**config.mk**
```make
export PLATFORM = sky130hd
export DESIGN_NAME = dmem_arbiter
export DESIGN_NICKNAME = d
export VERILOG_FILES = /design/src/rtl/dmem_pkg.sv /design/src/rtl/rr_pick2.sv /design/src/rtl/dmem_arbiter.sv
export SDC_FILE = /design/constraint.sdc
export NUM_CORES = 1
export LEC_CHECK = 0
export BUFFER_PORTS_ARGS = -buffer_cell sky130_fd_sc_hd__clkbuf_2
export CAP_MARGIN = 25
export CORE_MARGIN = 2
export CORE_UTILIZATION = 50
export CTS_CLUSTER_SIZE = 30
export DETAILED_ROUTE_END_ITERATION = 12
export GPL_TIMING_DRIVEN = 1
export HOLD_SLACK_MARGIN = 0.06
export PLACE_DENSITY = 0.82
export SYNTH_ARGS = -nofsm -noshare
export SYNTH_HDL_FRONTEND = slang
export SYNTH_SLANG_ARGS = --single-unit
```
**constraint.sdc**
```tcl
create_clock -name clk -period 5.4 [get_ports clk]
set_input_delay 0.81 -clock clk [delete_from_list [all_inputs] [get_ports clk]]
set_output_delay 0.81 -clock clk [all_outputs]
set_load 0.02 [all_outputs]
```
**src/rtl/dmem_pkg.sv**
```systemverilog
// dmem_pkg: shared data-memory access codes, arbiter state encoding and size helper.
package dmem_pkg;

  localparam logic [2:0] MEM_SB  = 3'b000;
  localparam logic [2:0] MEM_SH  = 3'b001;
  localparam logic [2:0] MEM_SW  = 3'b010;
  localparam logic [2:0] MEM_LB  = 3'b000;
  localparam logic [2:0] MEM_LH  = 3'b001;
  localparam logic [2:0] MEM_LW  = 3'b010;
  localparam logic [2:0] MEM_LBU = 3'b100;
  localparam logic [2:0] MEM_LHU = 3'b101;

  typedef enum logic [1:0] {
    ST_IDLE   = 2'd0,
    ST_ACCESS = 2'd1,
    ST_RESP   = 2'd2
  } state_e;

  // Bytes touched by an access; unknown size codes are treated as a full word.
  function automatic logic [2:0] access_size(input logic [2:0] funct3);
    case (funct3)
      MEM_LB, MEM_LBU: return 3'd1;
      MEM_LH, MEM_LHU: return 3'd2;
      default:         return 3'd4;
    endcase
  endfunction

endpackage

```
**src/rtl/rr_pick2.sv**
```systemverilog
// rr_pick2: two-input grant picker (round-robin or fixed priority, with lock override).
module rr_pick2 (
  input  logic       req0,
  input  logic       req1,
  input  logic       last_grant,
  input  logic       lock_ok,
  input  logic       mode,
  output logic [1:0] grant
);

  // On contention the port other than last_grant wins, unless fixed priority favours port 0.
  always_comb
    grant = lock_ok ? 2'b10 :
            (req0 && req1) ? ((mode || last_grant) ? 2'b01 : 2'b10) :
            {req1, req0};

endmodule

```
**src/rtl/dmem_arbiter.sv**
```systemverilog
// dmem_arbiter: serialises two request ports onto the single-port data memory.
// Each access runs IDLE (select) -> ACCESS (strobes) -> RESP (ack) from registered outputs.
module dmem_arbiter
  import dmem_pkg::*;
#(
  parameter int MEM_BYTES = 1024,
  parameter int PRIO_MODE = 0,
  parameter int MAX_LOCK  = 8
) (
  input  logic        clk,
  input  logic        rst,
  input  logic        req0,
  input  logic        req1,
  input  logic        we0,
  input  logic        we1,
  input  logic [31:0] addr0,
  input  logic [31:0] addr1,
  input  logic [31:0] wdata0,
  input  logic [31:0] wdata1,
  input  logic [2:0]  funct3_0,
  input  logic [2:0]  funct3_1,
  input  logic        lock1,
  output logic        ack0,
  output logic        ack1,
  output logic        err0,
  output logic        err1,
  output logic [31:0] rdata,
  output logic        mem_read,
  output logic        mem_write,
  output logic [31:0] mem_address,
  output logic [31:0] mem_write_data,
  output logic [2:0]  mem_funct3,
  input  logic [31:0] mem_read_data
);

  localparam int LW = $clog2(MAX_LOCK + 1);
  localparam logic [LW-1:0] LOCK_MAX = LW'(MAX_LOCK);

  state_e        state_q, state_d;
  logic          last_grant_q, last_grant_d;
  logic [LW-1:0] lock_cnt_q, lock_cnt_d;
  logic          grant_q, grant_d;
  logic          err_pend_q, err_pend_d;
  logic          ack0_q, ack0_d, ack1_q, ack1_d;
  logic          err0_q, err0_d, err1_q, err1_d;
  logic [31:0]   rdata_q, rdata_d;
  logic          mem_read_q, mem_read_d, mem_write_q, mem_write_d;
  logic [31:0]   mem_addr_q, mem_addr_d, mem_wdata_q, mem_wdata_d;
  logic [2:0]    mem_f3_q, mem_f3_d;

  logic [1:0]  grant;
  logic        sel1, lock_ok, oor;
  logic        c_we;
  logic [31:0] c_addr, c_wdata;
  logic [2:0]  c_f3;
  logic [32:0] end_addr;

  assign lock_ok = lock1 && last_grant_q && req1 && (lock_cnt_q < LOCK_MAX);

  rr_pick2 u_pick (
    .req0       (req0),
    .req1       (req1),
    .last_grant (last_grant_q),
    .lock_ok    (lock_ok),
    .mode       (PRIO_MODE != 0),
    .grant      (grant)
  );

  assign sel1    = grant[1];
  assign c_we    = sel1 ? we1 : we0;
  assign c_addr  = sel1 ? addr1 : addr0;
  assign c_wdata = sel1 ? wdata1 : wdata0;
  assign c_f3    = sel1 ? funct3_1 : funct3_0;

  // One extra bit so an access wrapping past 2^32 is still caught as out of range.
  assign end_addr = {1'b0, c_addr} + 33'(access_size(c_f3)) - 33'd1;
  assign oor      = end_addr >= 33'(MEM_BYTES);

  always_comb begin
    state_d      = state_q;
    last_grant_d = last_grant_q;
    lock_cnt_d   = lock_cnt_q;
    grant_d      = grant_q;
    err_pend_d   = err_pend_q;
    ack0_d       = 1'b0;
    ack1_d       = 1'b0;
    err0_d       = err0_q;
    err1_d       = err1_q;
    rdata_d      = rdata_q;
    mem_read_d   = mem_read_q;
    mem_write_d  = mem_write_q;
    mem_addr_d   = mem_addr_q;
    mem_wdata_d  = mem_wdata_q;
    mem_f3_d     = mem_f3_q;
    case (state_q)
      ST_IDLE: if (|grant) begin
        state_d      = ST_ACCESS;
        grant_d      = sel1;
        last_grant_d = sel1;
        mem_addr_d   = c_addr;
        mem_wdata_d  = c_wdata;
        mem_f3_d     = c_f3;
        mem_read_d   = !oor && !c_we;
        mem_write_d  = !oor && c_we;
        err_pend_d   = oor;
        lock_cnt_d   = (!sel1 || !lock1) ? '0 :
                       (lock_ok && req0) ? lock_cnt_q + 1'b1 : lock_cnt_q;
      end
      ST_ACCESS: begin
        state_d     = ST_RESP;
        rdata_d     = mem_read_q ? mem_read_data : '0;
        mem_read_d  = 1'b0;
        mem_write_d = 1'b0;
        ack0_d      = !grant_q;
        ack1_d      = grant_q;
        err0_d      = !grant_q && err_pend_q;
        err1_d      = grant_q && err_pend_q;
      end
      default: state_d = ST_IDLE;
    endcase
  end

  always_ff @(posedge clk or negedge rst)
    if (!rst) begin
      state_q      <= ST_IDLE;
      last_grant_q <= 1'b1;
      lock_cnt_q   <= '0;
      grant_q      <= 1'b0;
      err_pend_q   <= 1'b0;
      ack0_q       <= 1'b0;
      ack1_q       <= 1'b0;
      err0_q       <= 1'b0;
      err1_q       <= 1'b0;
      rdata_q      <= '0;
      mem_read_q   <= 1'b0;
      mem_write_q  <= 1'b0;
      mem_addr_q   <= '0;
      mem_wdata_q  <= '0;
      mem_f3_q     <= '0;
    end else begin
      state_q      <= state_d;
      last_grant_q <= last_grant_d;
      lock_cnt_q   <= lock_cnt_d;
      grant_q      <= grant_d;
      err_pend_q   <= err_pend_d;
      ack0_q       <= ack0_d;
      ack1_q       <= ack1_d;
      err0_q       <= err0_d;
      err1_q       <= err1_d;
      rdata_q      <= rdata_d;
      mem_read_q   <= mem_read_d;
      mem_write_q  <= mem_write_d;
      mem_addr_q   <= mem_addr_d;
      mem_wdata_q  <= mem_wdata_d;
      mem_f3_q     <= mem_f3_d;
    end

  assign ack0           = ack0_q;
  assign ack1           = ack1_q;
  assign err0           = err0_q;
  assign err1           = err1_q;
  assign rdata          = rdata_q;
  assign mem_read       = mem_read_q;
  assign mem_write      = mem_write_q;
  assign mem_address    = mem_addr_q;
  assign mem_write_data = mem_wdata_q;
  assign mem_funct3     = mem_f3_q;

endmodule

```
After elaboration in Yosys (flattened, before gate mapping)
Index checks and enable logic that the tools add are counted.

cells by class
  muxes and demuxes = 19
  reductions and logical operators = 25
  magnitude comparators = 2
  equal/unequal tests = 5
  add/sub/neg operators = 3

operator list
  cell                                                                     number
  32-bit two-way mux                                                       3
  32-bit by 3-bit adder with 33-bit output                                 1
  33-bit by 11-bit >= comparator with 1-bit output, second input constant  1
  33-bit by 1-bit subtractor with 33-bit output, second input constant     1
  1-bit logical AND                                                        9
  2-bit two-way mux                                                        4
  4-bit two-way mux                                                        2
  3-bit equality test, second input constant                               2
  3-bit one-hot mux with 2 select lines                                    1
  2-bit OR reduction                                                       3
  1-bit zero test                                                          5
  1-bit two-way mux                                                        5
  4-bit by 1-bit adder with 4-bit output, second input constant            1
  4-bit less-than comparator, second input constant                        1
  1-bit one-hot mux with 2 select lines                                    2
  2-bit one-hot mux with 2 select lines                                    1
  2-bit AND reduction                                                      2
  2-bit nonzero test                                                       2
  3-bit by 1-bit equality test with 1-bit output, second input constant    1
  3-bit zero test                                                          1
  3-bit two-way mux                                                        1
  3-bit AND reduction                                                      1
  2-bit by 1-bit equality test with 1-bit output, second input constant    1
  2-bit zero test                                                          1
  other kinds (2)                                                          2

word-level totals
  input port bits = 173
  bits in registers = 114
  word-level logic and storage cells = 69
  output and inout bits = 105

Longest topological paths before layout
Gate-level depths: netlist of run 1.

  depth after elaboration = 15
  depth in mapped cells = 20
  gate-level depth less buffers = 18

Modules after synthesis
Synthesis of run 1 repeated with hierarchy kept, for this count alone.

unflattened totals
  cells, all modules = 826
  area, all modules = 7135.6 um2

modules (own cells, without submodules)
  module        times used  sequential area each (um2)  cells each  area an instance (um2)
  dmem_arbiter  1           2854.0                      822         7104.3
  rr_pick2      1           0.0                         4           31.3

Least setup slack after synthesis of run 1
Ideal clock, no wire load.

  kind = input -> register
  start point = input lock1
  end point = register err_pend_q
  arrival = 5.049 ns
  path slack = 0.230 ns
  data required time = 5.279 ns
  library setup time = 0.121 ns
  stages = 20
  path buffers = 2
  path through = nor2b_1 o21ai_0 clkbuf_1 clkbuf_1 mux2i_1 nand2b_1 ha_1 inv_1 ha_1 inv_1 fa_1 or2b_1 a21oi_2 o21ai_1 a2111o_1 a2111oi_4 o21a_1 o32ai_1 or4_4 o22a_1

on the way
  word-level cells in the longest chain between the ends = 11
  elaborated cells on any way between the ends = 18
  those cells by class = add/sub (2); order compare (1); eq/ne (3); mux (4); reduce/logical (8)

RTL lines
  what                                                                    RTL line             source
  start, declared                                                         dmem_arbiter.sv:22   input logic lock1,
  1-bit logical AND (*) (3 in a row)                                      dmem_arbiter.sv:58   assign lock_ok = lock1 && last_grant_q && req1 && (lock_cnt_q < LOCK_MAX);
  2-bit two-way mux (*)                                                   rr_pick2.sv:13       grant = lock_ok ? 2'b10 :
  3-bit two-way mux                                                       dmem_arbiter.sv:73   assign c_f3 = sel1 ? funct3_1 : funct3_0;
  3-bit by 1-bit equality test with 1-bit output (tied with other cells)  dmem_pkg.sv:21       case (funct3)
  2-bit OR reduction                                                      dmem_pkg.sv:21
  3-bit one-hot mux with 2 select lines                                   dmem_pkg.sv:21
  32-bit by 3-bit adder with 33-bit output                                dmem_arbiter.sv:76   assign end_addr = {1'b0, c_addr} + 33'(access_size(c_f3)) - 33'd1;
  33-bit by 1-bit subtractor with 33-bit output                           dmem_arbiter.sv:76
  33-bit by 11-bit >= comparator with 1-bit output                        dmem_arbiter.sv:77   assign oor = end_addr >= 33'(MEM_BYTES);
  end signal, assigned                                                    dmem_arbiter.sv:145  err_pend_q <= err_pend_d;
  end, declared                                                           dmem_arbiter.sv:43   logic err_pend_q, err_pend_d;

Mark *: on every way between the ends. The rest lies on a longest branch, timed or not.
A chain may end at the register's enable or synchronous reset.

Worst setup path after layout of run 1
  start point = register last_grant_q
  end point = register err_pend_q

on the way
  word-level cells in the longest chain between the ends = 11
  elaborated cells on any way between the ends = 20
  those cells by class = add/sub (2); order compare (1); eq/ne (3); mux (6); reduce/logical (8)

RTL lines
  what                                                                    RTL line             source
  start, declared                                                         dmem_arbiter.sv:40   logic last_grant_q, last_grant_d;
  start signal, assigned                                                  dmem_arbiter.sv:142  last_grant_q <= last_grant_d;
  1-bit logical AND (3 in a row)                                          dmem_arbiter.sv:58
  2-bit two-way mux (*)                                                   rr_pick2.sv:13
  3-bit two-way mux                                                       dmem_arbiter.sv:73
  3-bit by 1-bit equality test with 1-bit output (tied with other cells)  dmem_pkg.sv:21
  2-bit OR reduction                                                      dmem_pkg.sv:21
  3-bit one-hot mux with 2 select lines                                   dmem_pkg.sv:21
  32-bit by 3-bit adder with 33-bit output                                dmem_arbiter.sv:76
  33-bit by 1-bit subtractor with 33-bit output                           dmem_arbiter.sv:76
  33-bit by 11-bit >= comparator with 1-bit output                        dmem_arbiter.sv:77

Marked as above.

==> flow_results.org, run 1 <==
** Die
- The initial utilization of the core area, before any placement, comes to 50.9%.
- From bottom edge to top edge, the die measures 122 um.
- IO Count :: 278
- After floorplanning, the core was divided into 43 placement rows.
- Die footprint :: 15000 um2
- Die width :: 122 um
- Floorplan Core Area :: 13800 um2

** Layout
- Nets :: 1282
- Layout Cells excl Fill :: 1266
- Area growth from synthesis to layout :: 31.2%
- The finished cells cover 9200 um2.
- Number of diodes added for antenna fixing :: 0
- Share of layout cells above drive strength 1 :: 32.5%
- Fill cell instance count of the final layout :: 1144

** Yosys
- Cells after synthesis :: 807
- Leading post-synthesis cells by cell area :: dfrtp_1, mux2i_1, nand2_1
- Counting every net in the synthesized netlist gives 1016.
- Cell type with the largest total area after synthesis :: dfrtp_1
- Averaged over all synthesized cells, the footprint is 8.69 um2.
- In the post-synthesis netlist, the cell with the most instances is nand2_1.
- In this run the cell area of the synthesized design comes to 7010 um2.
- After synthesis the netlist holds a flip-flop and latch count of 114.
- Sequential cells were found to cover 40.7% of the synthesized design area.
- Number of library cell types mapped by synthesis :: 63
- Counting flops with a built-in enable in the synthesized netlist gives 0.
- During synthesis, Yosys emitted a total of 0 warnings.
- The commonest cells after synthesis are nand2_1, dfrtp_1, o21ai_0.
- In the synthesized netlist the dominant register cell turns out to be dfrtp_1.
- Share of the synthesized area in the top cell type :: 40.3%
- Share of flip-flops with an asynchronous set or reset :: 100%

** Place
- Count of input and output buffers :: 277
- Cells after DPL :: 1234
- Final weighted congestion in routability-driven placement :: 0.946
- Summing all placed instances gives a cell area of 8580 um2.
- Detailed placement ended at an HPWL of 15700 um.

** Critical path
- Crit path max-delay cell type :: dfstp_2
- In this design, the largest share of critical-path delay is due to compound AO/OA/AOI/OAI gates.
- Ordered list of cells on the worst path :: nand2_1 > o21ai_4 > mux2i_1 > nand2b_1 > ha_1 > inv_1 > ha_1 > inv_1 > fa_1 > or2b_1 > a21oi_2 > o21ai_1 > a2111o_1 > a2111oi_4 > o21a_1 > o32ai_1 > or4_4 > o22a_1
- The startpoint identified for the worst register-to-register timing path is last_grant_q$_DFFE_PN1P_.
- Maximum fanout along the worst path :: 5
- Setup Crit Path Kind :: reg -> reg
- In this design, the stage delay of the slowest critical-path cell is 0.53 ns.
- The worst register-to-register path ends at err_pend_q$_DFFE_PN0P_.
- Register-to-Register Path Depth :: 18
- STA classifies the critical path startpoint as a flop.
- Type of destination of the critical path :: flop
- Arrival time at the worst endpoint :: 5.03 ns
- Required time at the endpoint of the critical path :: 5.70 ns
- Across all register-to-register paths, the minimum setup slack is 0.67 ns.
- Counting both buffers and inverters, the worst setup path holds a total of 2.

** Clock tree
- For this design, the sink count on the clock tree is 114.
- Buffer count from post-CTS setup fixing :: 0
- The clock reaches the later pin of the worst-skew pair after 0.42 ns.
- After clock tree synthesis, the clock-pin slew on the worst setup and hold paths is 0.05 ns.
- The root buffer cell chosen for the clock tree is clkbuf_16.
- Hold buffers post-CTS :: 0
- The H-tree was split into 4 levels.
- Number of instances resized during post-cts repair :: 0
- TritonCTS clock tree :: built
- Clock tree synthesis inserted a total of 17 buffers.
- No sink is reached through more buffers than the 2 on the longest clock path.

** Drt
- Post-detailed-route DRC marker count :: 0
- Wire length per cell after detailed routing :: 16.2 um
- Number of violations reported at the end of detailed-routing iteration 0 :: 375
- In this run the remaining antenna-violating nets after routing total 0.
- In the routed layout, each cell is associated on average with a via count of 5.36.
- The first TritonRoute pass finished after 5 iterations.
- Summed over all layers, the routed wires come to 20500 um.
- Detailed-route via count :: 6786

** Global routing
- Vias in the first global route :: 6390
- Global-route wire length before repair :: 31500 um
- Number of antenna violations at the first check in global routing :: 0
- Overall routing resource usage :: 27.2%
- Overflow after GRT :: 0
- Maximum number of pins on one net before global-route repair :: 99

** Pwr
- In this run the power density over the cells is 474 nW/um2.
- Highest ir drop seen on vdd :: 0.000300 V
- Leak pwr :: 0.00498 uW

** STA
- Relative slew margins :: 36.1%
- Final Hold Vio Count :: 0
- Highest achievable clock rate :: 212 MHz
- Total Neg Setup Slack :: 0 ns
- Setup repair after global routing left no endpoint under its margin.
- At the pin with the least slew margin, the transition time is 0.953 ns.
- Worst-case clock skew :: 0.00734 ns
- Number of max-slew violations in the final report :: 0
- Count of endpoints failing setup in the final report :: 0
- The final critical path takes up 87.5% of the cycle.
- Fin crit period :: 4.73 ns

** Min path
- In this run the worst hold path is classified as reg -> reg.
- Cells on Worst Hold Path :: 2
- Hold path start :: rdata[21]$_DFFE_PN0P_
- Endpoint, Worst Hold :: rdata[21]$_DFFE_PN0P_

** Outcome
- Result of the run :: finished clean

** Flow run
- Max-cap violations in this run came to 0.
-- placed cells by master, fill, tap and decap left out, drive strengths merged, types with 3 or more instances in the layout --
cell      count
clkbuf      296
nand2       171
dfrtp       113
o21ai        97
mux2i        73
inv          50
nand3        44
ha           35
a21oi        34
nor2         26
buf          13
o211ai       11
a21o          8
o21a          8
nand4         7
nand2b        7
nor3          6
nor2b         6
or3           5
a31oi         5
clkinvlp      5
a211oi        5
or2           4
o32ai         3
o221ai        3
xor2          3
o2111ai       3
bufinv        3
o21bai        3
a2111oi       3
clkinv        3
-- power by group --
part | total (uW) | internal, uW | switching (uW)
registers | 1300 | 1150 | 153
clock network | 1160 | 750 | 411
logic | 1900 | 620 | 1280
-- final cells by class --
| class | instances | area [um2] | area share [%] |
|---|---|---|---|
| inverters | 49 | 184 | 2.00 |
| well taps | 180 | 225 | 2.45 |
| clock inverters | 12 | 155 | 1.69 |
| clock buffers | 20 | 457 | 4.97 |
| flip-flops and latches | 114 | 2850 | 31.0 |
| multi-input cells | 602 | 3830 | 41.6 |
| repair buffers | 289 | 1490 | 16.2 |
-- state kept, by name (all words and copies together) (netlist names) --
register and count:
mem_address 32, mem_write_data 32, rdata 32, lock_cnt_q 4
mem_funct3 3, state_q 2, ack0 1, ack1 1
err0 1, err1 1, err_pend_q 1, grant_q 1
last_grant_q 1, mem_read 1, mem_write 1
-- per-stage QoR --
step / hold WS (ns) / total power [uW] / util [%] / worst slack (ns)
after global placement: 0.434 / 3170 / 62.3 / 0.343
after floorplan: 0.426 / 2560 / - / 0.230
after detailed placement: 0.455 / 3200 / 62.3 / 0.256
final: 0.464 / 4360 / 66.8 / 0.673
after CTS: 0.466 / 4370 / 66.8 / 0.677
after global routing: 0.489 / 4630 / 66.8 / 0.354
-- worst reg2reg max path, stage by stage, from the launching register on --
cell	delay, ns
dfstp_2	0.53
nand2_1	0.09
o21ai_4	0.32
mux2i_1	0.38
nand2b_1	0.10
ha_1	0.27
inv_1	0.06
ha_1	0.15
inv_1	0.05
fa_1	0.34
or2b_1	0.24
a21oi_2	0.21
o21ai_1	0.17
a2111o_1	0.47
a2111oi_4	0.39
o21a_1	0.15
o32ai_1	0.07
or4_4	0.45
o22a_1	0.17
-- worst max path at each step --
stage	from	to	slack (ns)	cells after the start
3_3_place_gp	req0	err_pend_q$_DFFE_PN0P_	0.34	19
3_5_place_dp	req0	err_pend_q$_DFFE_PN0P_	0.26	19
5_1_grt	last_grant_q$_DFFE_PN1P_	err_pend_q$_DFFE_PN0P_	0.35	18
6_report	last_grant_q$_DFFE_PN1P_	err_pend_q$_DFFE_PN0P_	0.67	18
2_1_floorplan	lock1	err_pend_q$_DFFE_PN0P_	0.23	20
4_1_cts	last_grant_q$_DFFE_PN1P_	err_pend_q$_DFFE_PN0P_	0.68	18
-- cells by family after synthesis --
kind of cell | Yosys count | synth area share [%]
AOI/OAI and AO/OA | 199 | 18.3
xor gates and xnor gates | 5 | 0.625
adders and majority gates | 36 | 6.53
buffers and inverters | 91 | 4.98
DFF | 114 | 40.7
muxes | 74 | 10.6
and+or+nand+nor | 288 | 18.3
-- routing by layer --
metal  GRT usage (%)  part of all wire, %  vias up
li1                -                    -     3365
met1            32.1                   41     3140
met2            47.4                   50      236
met3            6.37                  6.5       45
met4            11.8                  2.7        0
met5               0                    0        -
Note: power is estimated with default switching activity, not from simulation.
==> inputs of run 2 (changes only) <==
ABC_AREA = 1   (was unset)
CORE_UTILIZATION = 51   (was 50)
CTS_BUF_LIST = sky130_fd_sc_hd__clkbuf_4 sky130_fd_sc_hd__clkbuf_8 sky130_fd_sc_hd__clkbuf_16   (was unset)
==> run 2 against run 1 <==
Net effect:
- design area increased by 6.6%
- maximum frequency rose by 9.6%
- critical path depth rose by 3
- non-clock buffer count decreased by 5
- sequential power is essentially flat
- setup slack better by 0.41 ns
- combinational power grew 32%
- global-route usage up 4.0 points
- register-to-register slack improved by 0.57 ns
- die area is 7.3% higher
- largest power group unchanged
==> flow_results.org, run 2 <==
** Critical path
- The most critical setup path has its startpoint at req1.
- The critical path arrival is 4.61 ns (-0.42 ns).
- Maximum fanout along the worst path :: 37 (+32)
- In this design, the largest share of critical-path delay is due to simple AND/OR/NAND/NOR gates.
- The critical path required time was 5.70 ns (about the same).
- The number of buffer and inverter stages on the critical path came to 3 (+1).
- By instance count, the cell type seen most on the critical path is nand2_1.
- STA classifies the critical path startpoint as a primary input.
- Type of destination of the critical path :: flop
- The slowest stage of the critical path is the nand2_2 cell.
- The worst setup path is of the in -> reg kind.
- Worst reg2reg path startpoint :: lock_cnt_q[3]$_DFFE_PN0P_
- The delay contributed by the slowest stage of the critical path is 0.45 ns (-0.08 ns).
- Ordered list of cells on the worst path :: clkbuf_2 > nand3_1 > nand2_2 > inv_2 > or2_2 > o21ai_0 > inv_1 > ha_1 > nand2_2 > nor2_1 > nand2_1 > nor3_1 > nand2_1 > nand3_1 > nand2_1 > nor2_1 > nand2_1 > nor2_1 > nand3_1 > nand2_1 > nand2_1

** Die
- Die footprint :: 16100 um2 (+7.3%)
- Starting density of the core :: 52.5% (+1.6 points)
- The die outline height is 127 um (+3.6%).
- The count of standard-cell rows came to 44 (+2.3%).
- IO Count :: 278 (unchanged)
- Die width :: 127 um (+3.6%)
- Floorplan Core Area :: 14600 um2 (+6.3%)

** STA
- The max-slew violation total from the final report is 0 (unchanged).
- Final Hold Vio Count :: 0 (unchanged)
- Count of endpoints failing setup in the final report :: 0 (unchanged)
- Total Neg Setup Slack :: 0 ns (unchanged)
- The normalized max-slew margin was 34.6% (-1.5 points).
- The final critical path time including I/O delays and setup is 4.31 ns (-0.413 ns).
- Worst-case clock skew :: 0.0116 ns (+0.00427 ns)
- Setup repair after global routing missed its margin :: no
- The fraction of the cycle the final worst path needs is 79.9% (-7.7 points).
- The slew at the pin closest to its max-slew limit came to 0.975 ns (+0.0223 ns).
- The maximum clock frequency came to 232 MHz (+9.6%).

** Yosys
- Sequential area share after synthesis :: 37.1% (-3.6 points)
- Number of warnings reported in the yosys synthesis log :: 0 (unchanged)
- Cell area after technology mapping :: 7690 um2 (+9.7%)
- The commonest cells after synthesis are nand2_1, inv_1, o21ai_0.
- The distinct cell type count of the synthesized netlist is 35 (-44%).
- Flop and latch count out of synthesis :: 114 (unchanged)
- dfrtp_1 takes more of the synthesized area than any other cell.
- After synthesis, the cell types taking the most area are dfrtp_1, nand2_1, o21ai_0.
- Among all cell types in the netlist, the one instantiated most often is nand2_1.
- The gate count after technology mapping is 1166 (+44%).
- Share of the synthesized area in the top cell type :: 36.8% (-3.6 points)
- Dominant register cell in the synthesized netlist :: dfrtp_1
- The share of synthesized flip-flops with an asynchronous set or reset was 100% (unchanged).
- The number of synthesized flops with an enable pin is 0 (unchanged).
- The synthesized area per cell came to 6.59 um2 (-24%).
- Number of nets produced by synthesis :: 1375 (+35%)

** Clock tree
- The buffers inserted during post-CTS setup optimization was 0 (unchanged).
- Clock tree sinks :: 114 (unchanged)
- TritonCTS built the clock tree.
- The post-cts hold buffer count was 0 (unchanged).
- Number of instances resized during post-cts repair :: 0 (unchanged)
- Clock tree synthesis selected as its root buffer the cell clkbuf_16.
- The insertion delay to the later sink of the worst-skew pair was 0.41 ns (about the same).
- Deepest clock path buffer count :: 2 (unchanged)
- The H-tree depth was 4 (unchanged).
- The clock slew seen by the registers of the worst setup and hold paths is 0.05 ns (about the same).
- Number of clock buffers inserted by TritonCTS :: 17 (unchanged)

** Drt
- Post-Route WL :: 24900 um (+21%)
- 1st-pass router iterations :: 5 (unchanged)
- Number of violations reported at the end of detailed-routing iteration 0 :: 654 (+74%)
- The detailed-route via count is 8332 (+23%).
- Post-detailed-route DRC marker count :: 0 (unchanged)
- The mean number of vias per cell came to 5.12 (-4.5%).
- The post-detailed-route count of antenna-violating nets is 0 (unchanged).
- The wire length per cell is 15.3 um (-5.6%).

** Place
- The final RePlAce weighted congestion is 0.952 (+0.62%).
- Placed wire-length estimate :: 19600 um (+25%)
- The port buffer count is 277 (unchanged).

** Pwr
- The cell leakage power came to 0.00586 uW (+18%).
- The power density relative to cell area was 498 nW/um2 (+5.1%).
- Power Total :: 4880 uW (+12%)
- The peak ir drop on the vdd network was 0.000276 V (-8.1%).

** Outcome
- The run finished with clean final reports.

** Min path
- The startpoint identified for the worst hold timing path is grant_q$_DFFE_PN0P_.
- Worst hold path type :: reg -> reg

** Layout
- Fill cell instance count of the final layout :: 1293 (+13%)
- Share of layout cells above drive strength 1 :: 26.7% (-5.8 points)
- Commonest non-fill, non-tap cell in the layout :: nand2_1
- Most frequent cells in the layout :: nand2_1, clkbuf_2, inv_1
- From synthesis to final layout, the design area changed by 27.6%.
- The total number of nets in the final design was 1639 (+28%).

** Global routing
- The total congestion overflow after global routing was 0 (unchanged).
- The first-pass GRT wire length was 39600 um (+26%).
- The overall track demand over capacity in global routing is 31.3% (+4.0 points).
- The number of antenna violations at the first check in global routing was 1 (+1).
- The via count of the first global-routing pass came to 7934 (+24%).
- Maximum number of pins on one net before global-route repair :: 106 (+7.1%)

** Flow run
- The max-capacitance violation count was 0 (unchanged).
## run 2: final timing paths
kind                            depth (start not counted)  slack, ns                            end
worst max register to register                         21       1.24         err_pend_q$_DFFE_PN0P_
worst min register to register                          1       0.46                 ack0$_DFF_PN0_
worst min-delay path                                    1       0.46                 ack0$_DFF_PN0_
worst max-delay path                                   21       1.09         err_pend_q$_DFFE_PN0P_
max in group asynchronous                               2       3.75      lock_cnt_q[0]$_DFFE_PN0P_
min in group asynchronous                               1       0.50  mem_write_data[7]$_DFFE_PN0P_
## run 2: metrics by stage
step / worst slack [ns] / util [%] / hold slack [ns] / cells / area, um2
floorplan: 1.70 / - / 0.415 / 1166 / 7690
global placement: 0.703 / 62.9 / 0.424 / 1594 / 9220
detailed placement: 0.723 / 62.9 / 0.451 / 1594 / 9220
CTS: 1.14 / 66.8 / 0.461 / 1626 / 9780
global route: 0.746 / 67.0 / 0.471 / 1628 / 9810
finish: 1.09 / 67.0 / 0.456 / 1628 / 9810
## run 2: cell families (layout without fill, tap and decap cells)
| logic type | count (synthesis) | after routing | synth area share, % |
|---|---|---|---|
| AOI/OAI and AO/OA | 165 | 165 | 11.2 |
| buffers and inverters | 219 | 496 | 10.8 |
| DFF | 114 | 114 | 37.1 |
| muxes | 4 | 4 | 0.521 |
| adders and majority gates | 36 | 36 | 5.96 |
| other | 0 | 1 | 0 |
| and+or+nand+nor | 627 | 627 | 34.3 |
| xor gates and xnor gates | 1 | 1 | 0.114 |
## run 2: where the power goes
group          internal [uW]  switching (uW)
sequential              1160             172
clock                    633             411
combinational            783            1730
## run 2: routing by layer
layer,share of wire (%),track usage [%],wire [um],vias up
li1,-,-,-,4173
met1,40,37.6,9960,3787
met2,50,53.8,12400,307
met3,6.3,6.83,1580,65
met4,4.2,14.5,1050,0
met5,0,0,0,-
## run 2: cell type report
cell class	count	area (um2)	area share [%]
inverters	180	676	6.89
well taps	184	230	2.35
clock inverters	15	134	1.37
multi-input cells	833	4020	41.0
diodes	1	2.50	0.0255
flip-flops and latches	114	2850	29.1
clock buffers	17	425	4.34
repair buffers	284	1460	14.9
